--- src/rtl/decoupler_pkg.sv ---
// Shared constants, helpers and types for the decoupler FIFO.
// Imported by decoupler_fifo and decoupler_wrap_ptr.
package decoupler_pkg;

    localparam int LAT_REG    = 1;
    localparam int LAT_BYPASS = 0;

    function automatic int cnt_w(input int depth);
        return $clog2(depth + 1);
    endfunction

    function automatic int ptr_w(input int depth);
        return (depth > 1) ? $clog2(depth) : 1;
    endfunction

    typedef struct packed {
        logic [31:0] hwm;
        logic [31:0] stall_cnt;
    } stats_t;

endpackage

--- src/rtl/dti.sv ---
// Valid/ready/data stream interface used between gears.
// consumer receives a stream, producer emits one.
interface dti #(
    parameter int W = 16
) ();
    logic         valid;
    logic         ready;
    logic [W-1:0] data;

    modport consumer (input valid, input data, output ready);
    modport producer (output valid, output data, input ready);
endinterface

--- src/rtl/decoupler_wrap_ptr.sv ---
// Modulo-DEPTH pointer: advances on inc, wraps DEPTH-1 -> 0.
// clr forces zero and wins over inc.
module decoupler_wrap_ptr
    import decoupler_pkg::*;
#(
    parameter int DEPTH = 4,
    localparam int PW   = ptr_w(DEPTH)
) (
    input  logic          clk,
    input  logic          rst,
    input  logic          clr,
    input  logic          inc,
    output logic [PW-1:0] ptr
);

    localparam logic [PW-1:0] LAST = PW'(DEPTH - 1);

    always_ff @(posedge clk or negedge rst) begin
        if (!rst) begin
            ptr <= '0;
        end else if (clr) begin
            ptr <= '0;
        end else if (inc) begin
            ptr <= (ptr == LAST) ? '0 : ptr + PW'(1);
        end
    end

endmodule

--- src/rtl/decoupler_fifo.sv ---
// Circular-buffer FIFO of any depth with optional fall-through bypass.
// Define DECOUPLER_FIFO_STATS_EN to add hwm and stall_cnt outputs.
module decoupler_fifo
    import decoupler_pkg::*;
#(
    parameter int DIN       = 16,
    parameter int DEPTH     = 4,
    parameter int LATENCY   = LAT_REG,
    parameter int AF_THRESH = DEPTH - 1,
    localparam int CW       = cnt_w(DEPTH)
) (
    input  logic          clk,
    input  logic          rst,
    input  logic          flush,
    dti.consumer          din,
    dti.producer          dout,
    output logic [CW-1:0] level,
`ifdef DECOUPLER_FIFO_STATS_EN
    output logic [CW-1:0] hwm,
    output logic [31:0]   stall_cnt,
`endif
    output logic          almost_full
);

    localparam int PW = ptr_w(DEPTH);
    localparam logic BYP = (LATENCY == LAT_BYPASS);
    localparam logic [CW-1:0] FULL = CW'(DEPTH);
    localparam logic [CW-1:0] AF = CW'(AF_THRESH);

    logic [DIN-1:0] mem [DEPTH];
    logic [PW-1:0]  w_ptr;
    logic [PW-1:0]  r_ptr;
    logic [CW-1:0]  count;
    logic [CW-1:0]  count_next;

    logic empty;
    logic byp_now;
    logic in_ready;
    logic out_valid;
    logic wr_hs;
    logic rd_hs;
    logic pass;
    logic do_wr;
    logic do_rd;

    assign empty   = (count == '0);
    assign byp_now = BYP & empty;

    assign in_ready  = (count < FULL) & ~flush;
    assign out_valid = ~flush & (~empty | (byp_now & din.valid));

    assign din.ready  = in_ready;
    assign dout.valid = out_valid;
    assign dout.data  = byp_now ? din.data : mem[r_ptr];

    assign wr_hs = din.valid & in_ready;
    assign rd_hs = out_valid & dout.ready;
    // A word handed straight through never touches storage
    assign pass  = byp_now & wr_hs & rd_hs;
    assign do_wr = wr_hs & ~pass;
    assign do_rd = rd_hs & ~pass;

    always_comb begin
        count_next = count;
        if (flush) begin
            count_next = '0;
        end else if (do_wr & ~do_rd) begin
            count_next = count + CW'(1);
        end else if (do_rd & ~do_wr) begin
            count_next = count - CW'(1);
        end
    end

    always_ff @(posedge clk) begin
        if (do_wr) begin
            mem[w_ptr] <= din.data;
        end
    end

    always_ff @(posedge clk or negedge rst) begin
        if (!rst) begin
            count       <= '0;
            almost_full <= 1'b0;
        end else begin
            count       <= count_next;
            almost_full <= (count_next >= AF);
        end
    end

    assign level = count;

    decoupler_wrap_ptr #(.DEPTH(DEPTH)) u_wptr (
        .clk (clk),
        .rst (rst),
        .clr (flush),
        .inc (do_wr),
        .ptr (w_ptr)
    );

    decoupler_wrap_ptr #(.DEPTH(DEPTH)) u_rptr (
        .clk (clk),
        .rst (rst),
        .clr (flush),
        .inc (do_rd),
        .ptr (r_ptr)
    );

`ifdef DECOUPLER_FIFO_STATS_EN
    stats_t st;

    always_ff @(posedge clk or negedge rst) begin
        if (!rst) begin
            st <= '0;
        end else if (flush) begin
            st <= '0;
        end else begin
            if (32'(count_next) > st.hwm) begin
                st.hwm <= 32'(count_next);
            end
            if (din.valid & ~in_ready & (st.stall_cnt != '1)) begin
                st.stall_cnt <= st.stall_cnt + 32'd1;
            end
        end
    end

    assign hwm       = st.hwm[CW-1:0];
    assign stall_cnt = st.stall_cnt;
`endif

endmodule

--- src/flat_wrapper.sv ---
// flat-port wrapper written by rule: the top's interface ports become plain ports
module decoupler_fifo_flat import decoupler_pkg::*;
#(
    parameter int DIN       = 16,
    parameter int DEPTH     = 4,
    parameter int LATENCY   = LAT_REG,
    parameter int AF_THRESH = DEPTH - 1,
    localparam int CW       = cnt_w(DEPTH)
)
  (clk, rst, flush, level, almost_full, din_valid, din_data, din_ready, dout_valid, dout_data, dout_ready);
  dti din_i ();
  dti dout_i ();
  input  logic clk;
  input  logic rst;
  input  logic flush;
  output logic [CW-1:0] level;
  output logic almost_full;
  input wire logic [$bits(din_i.valid)-1:0] din_valid;
  input wire logic [$bits(din_i.data)-1:0] din_data;
  output wire logic [$bits(din_i.ready)-1:0] din_ready;
  output wire logic [$bits(dout_i.valid)-1:0] dout_valid;
  output wire logic [$bits(dout_i.data)-1:0] dout_data;
  input wire logic [$bits(dout_i.ready)-1:0] dout_ready;
  assign din_i.valid = din_valid;
  assign din_i.data = din_data;
  assign din_ready = din_i.ready;
  assign dout_valid = dout_i.valid;
  assign dout_data = dout_i.data;
  assign dout_i.ready = dout_ready;
  decoupler_fifo #(.DIN(DIN), .DEPTH(DEPTH), .LATENCY(LATENCY), .AF_THRESH(AF_THRESH)) u_core (.clk(clk), .rst(rst), .flush(flush), .din(din_i), .dout(dout_i), .level(level), .almost_full(almost_full));
endmodule
--- config.mk ---
export PLATFORM = sky130hd
export DESIGN_NAME = decoupler_fifo_flat
export DESIGN_NICKNAME = d
export VERILOG_FILES = /design/src/rtl/decoupler_pkg.sv /design/src/rtl/dti.sv /design/src/rtl/decoupler_wrap_ptr.sv /design/src/rtl/decoupler_fifo.sv /design/src/flat_wrapper.sv
export SDC_FILE = /design/constraint.sdc
export NUM_CORES = 1
export LEC_CHECK = 0
export ABC_AREA = 1
export CELL_PAD_IN_SITES_DETAIL_PLACEMENT = 1
export CELL_PAD_IN_SITES_GLOBAL_PLACEMENT = 2
export CORE_MARGIN = 1
export CORE_UTILIZATION = 39
export CTS_CLUSTER_DIAMETER = 30
export DETAILED_ROUTE_END_ITERATION = 6
export GPL_TIMING_DRIVEN = 0
export PLACE_DENSITY = 0.83
export REMOVE_ABC_BUFFERS = 1
export SYNTH_ARGS = -nofsm -noshare
export SYNTH_HDL_FRONTEND = slang
export SYNTH_SLANG_ARGS = --single-unit
--- constraint.sdc ---
create_clock -name clk -period 2.8 [get_ports clk]
set_clock_uncertainty 0.1 [all_clocks]
set_input_delay 0.28 -clock clk [delete_from_list [all_inputs] [get_ports clk]]
set_output_delay 0.28 -clock clk [all_outputs]
set_load 0.02 [all_outputs]
# Word-level counts from Yosys, hierarchy flattened
# Memory sizes are Yosys's and may differ from the RTL's.
# Cells that the tools add are included.
# classes
add_sub_neg,4
magnitude_cmp,2
eq_ne,2
muxes,11
bitwise,10
reduce_logical,3
# op_table
operator,count
$mux 2,6
$mux 3,3
$and 1x1->1,6
$add 2x1->2 const B,2
$eq 2x2->1 const B,2
$not 1->1,4
$reduce_bool 2->1,2
$add 3x1->3 const B,1
$ge 3x2->1 const B,1
$logic_not 3->1,1
$lt 3x3->1 const B,1
$sub 3x1->3 const B,1
$mux 1,2
# totals
ff_bits,8
ram_bits,64
wordCells,37
n_memories,1
# mem_list
name,depth,word_bits,read_ports,rd_clocked_by_memory_dff,wr,line_no,rtl
u_core.mem,4,16,1,0,1,decoupler_fifo.sv:30,logic [DIN-1:0] mem [DEPTH];

# Depth between registers and ports, before layout
# logic_depth
depth_word,9
depth_mapped,10

# Modules after synthesis
# Synthesis repeated with hierarchy kept, for this count alone.
# hier_totals
cells_unflattened,226
area_unflattened_um2,2902.8
# by_module_without_submodules
module,instances,cells_per_inst,area_each_um2,seq_area_each_um2
decoupler_fifo,1,202,2700.1,2021.9
decoupler_wrap_ptr,2,12,101.3,50.0

# Worst setup path before layout
# OpenSTA, ideal clock, no wires.
# synth_timing
path_type,register to register
start,"reg u_core.count[2], in the netlist u_core.level[2]"
end,mem u_core.mem[0][0] (enable)
setup_ns,0.389
t_arrival_ns,1.550
required_time_ns,2.311
slack_ns,0.762
path_stages_with_launch,4
synth_period_minus_slack_ns,2.038
path_cell_list,dfrtp_1 -> nor2_4 -> nand2_4 -> nor2_1
# synth_via
elab_chain_len,5
# synth_rtl
item,line_no,rtl
start: declaration,decoupler_fifo.sv:33,logic [CW-1:0] count;
start signal: assignment,decoupler_fifo.sv:85,count <= count_next;
$lt 3x3->1,decoupler_fifo.sv:49,assign in_ready = (count < FULL) & ~flush;
$and 1x1->1,decoupler_fifo.sv:49,
net din_ready,flat_wrapper.sv:20,output wire logic [$bits(din_i.ready)-1:0] din_ready;
$and 1x1->1,decoupler_fifo.sv:56,assign wr_hs = din.valid & in_ready;
$mux 1,decoupler_fifo.sv:75,if (do_wr) begin
$mux 1 (implied by the code),decoupler_fifo.sv:76,mem[w_ptr] <= din.data;
end: declaration,decoupler_fifo.sv:30,
# The timed path passes the listed nets, and every way through them passes these cells.

# Worst setup path in the final report
# layout_timing
start,reg u_core.u_rptr.ptr[0]
end,out dout_data[6]
# layout_via
elab_chain_len,1
# layout_rtl
item,line_no,rtl
start: declaration,decoupler_wrap_ptr.sv:13,output logic [PW-1:0] ptr
start signal: assignment,decoupler_wrap_ptr.sv:24,ptr <= (ptr == LAST) ? '0 : ptr + PW'(1);
$mem_v2 4x16,n/a,
end: declaration,flat_wrapper.sv:22,output wire logic [$bits(dout_i.data)-1:0] dout_data;
# No other way between the ends.

==> impl_metrics.ini <==
[status]
status = finished clean

[yosys]
synthTopCellsByCount = edfxtp_1 (64), nor2_1 (38), o21ai_0 (36), o22ai_1 (16), inv_1 (12)
syn-instance-count = 221
yosys_warnings = 0
netlist_area_um2 = 2920
async_flop_share = 0.111
ys_ff_latch = 72
synth_ff_type = edfxtp_1
synth_top_area_cell = edfxtp_1
synthDistinctLibCells = 23
yosysMostFrequentCell = edfxtp_1
synth_top_area_share = 0.659
ys_seq_area_frac = 0.727
syn_area_per_cell_um2 = 13.2
ys_top_cells_by_area = edfxtp_1 (66%), dfrtp_1 (6.9%), o21ai_0 (6.2%)
synth-edff-count = 64

[power_and_ir_drop]
power.density_nw_per_um2 = 877
p_sw_w = 0.00113
leakagePower_nw = 1.30
p_sw_frac = 0.345
clkPwrFrac = 0.245
max-vdd-ir-drop_mv = 0.270
pwr-share-seq = 0.412
comb_power_share = 0.343
intPower_w = 0.00214

[route]
wl_per_cell_um = 17.8
drt_iter0_drc = 103
via_per_inst = 5.08
routed-via-count = 1919
first_pass_iters = 4
antenna_left = 0
wl_mm = 6.73
drc = 0

[worst_hold_path]
hold_class = primary input to async pin

[timing]
worst_pin_slew_ps = 964
setup_viol = 0
setup_tns_ps = 0
hold_slack_ps = 132
finalHoldViolations = 0
fmax_mhz = 386
max_slew_margin = 0.357
rsz0062_at_grt = no
fin_crit_sh = 0.926
drv_slew = 0
period_needed_ps = 2590

[floorplanning]
dieArea_um2 = 7830
die_w_um = 88.5
initial_core_util = 0.402
row_count = 31
io_pins = 43
core_area_um2 = 7250
die_height_um = 88.5

[final_layout]
utilization = 0.515
antennaDiodeCount = 0
fill_cells = 748
area_growth_pct = 27.9
drive_gt1_frac = 0.151
layout.nets = 303

[global_routing]
grt_start_max_net_pins = 37
overflow = 0
grt_first_pass_wirelength_mm = 10.2
track_usage = 0.183
grt_pass1_vias = 2001
antenna_found_initial = 0

[critical_path]
crit_chain = clkinvlp_4 > buf_4 > o21ai_0 > o22ai_1 > clkdlybuf4s50_1
end_kind = output port
crit_path_start_kind = flop
cp_slowest_stage_delay_ps = 630
cp.arrival_ps = 2210
crit_fanout = 19
required_ps = 2420
slowest_stage = clkdlybuf4s50_1
critPathKind = flop to output port

[placed_design]
io_buffers = 42
place_congestion = 0.702
hpwl_mm = 4.09

[cts]
tritoncts = done
cts_buffers = 9
cts_buffer_depth = 2
cts_sinks = 72
clk_pin_slew_ps = 80
hold_buffers = 0
root_buffer = clkbuf_8
clock_latency_ps = 340
h-tree-depth = 3

[flow_run]
drv_cap = 0
-- power groups by stage --
| stage | Sequential [W] | Combinational [W] | Clock (W) |
|---|---|---|---|
| after detailed placement | 0.00138 | 0.00100 | 0 |
| after floorplan | 0.00135 | 0.000531 | 0 |
| after CTS | 0.00138 | 0.00102 | 0.000822 |
| after global placement | 0.00138 | 0.000971 | 0 |
| after global routing | 0.00136 | 0.00122 | 0.000870 |
| final | 0.00135 | 0.00112 | 0.000803 |
-- critical path: cells and delay by family, from the launching register on --
family	cells	cell delay [ps]
flops	1	610
compound gates	2	290
buf+inv	3	970
-- state kept, by name (all words and copies together) (netlist names) --
signal and count:
u_core.almost_full 1, u_core.u_wptr.ptr 2, u_core.u_rptr.ptr 2, u_core.mem 64, u_core.level 3
-- cell families (layout without fill, tap and decap cells) --
| group | Yosys count | count (layout) | synth area share |
|---|---|---|---|
| AOI/OAI and AO/OA | 56 | 56 | 0.109 |
| adders and majority gates | 8 | 8 | 0.0343 |
| DFF | 72 | 72 | 0.727 |
| buffers and inverters | 22 | 80 | 0.0292 |
| and+or+nand+nor | 63 | 63 | 0.100 |
-- worst paths after layout --
path                                      startpoint              endpoint  slack [ps]  cells after the start
worst min-delay path                             rst       u_core.level[0]         130                      1
worst max-delay path            u_core.u_rptr.ptr[0]          dout_data[6]         210                      5
worst max register to register       u_core.level[2]      u_core.mem[2][2]         860                      3
worst min register to register  u_core.u_wptr.ptr[0]  u_core.u_wptr.ptr[0]         480                      1
min in group clk                        din_data[14]     u_core.mem[3][14]         470                      1
max in group asynchronous                        rst  u_core.u_rptr.ptr[0]        2140                      1
-- per-layer routing --
layer | wire, um | vias to the layer above | share of wire | track usage
met4 | 40 | 0 | 0.0059 | 0.0616
met2 | 3440 | 37 | 0.51 | 0.313
met5 | 0 | - | 0 | 0
li1 | - | 914 | - | -
met3 | 193 | 4 | 0.029 | 0.0392
met1 | 3050 | 964 | 0.45 | 0.232
-- stage by stage --
stage          instance area, um2  setup WS, ps  std cells  power [W]
3_5_place_dp                 3470          -511        356    0.00238
5_1_grt                      3730          75.5        378    0.00345
6_report                     3730           207        378    0.00327
3_3_place_gp                 3430          -445        354    0.00235
2_1_floorplan                2890           756        213    0.00189
4_1_cts                      3690          1.17        373    0.00322
-- layout by cell type (no fill, tap or decap), types with 8 or more instances in the layout --
| cell | synthesis | routed |
|---|---|---|
| clkdlybuf4s50_1 | 0 | 42 |
| ha_1 | 8 | 8 |
| edfxtp_1 | 64 | 64 |
| o22ai_1 | 16 | 16 |
| o21ai_0 | 36 | 36 |
| nand2_1 | 9 | 9 |
| clkbuf_8 | 0 | 9 |
| inv_1 | 12 | 10 |
| nor2_1 | 38 | 34 |
-- final cells by class --
type	count	area (um2)	share of cell area
clock buffer	9	124	0.0332
inverter	14	62.6	0.0168
clock inverter	7	71.3	0.0191
multi-input combinational	127	721	0.193
sequential	72	2130	0.570
timing repair inverter	1	7.51	0.00201
tap	99	124	0.0332
timing repair buffer	49	495	0.133
-- repair_timing --
action / in CTS / in global routing
gates cloned: 1 / 0
resized for setup: 6 / 0
setup endpoints to repair: 16 / 16
buffers inserted: 0 / 5
Power figures use the tool's default switching activity.
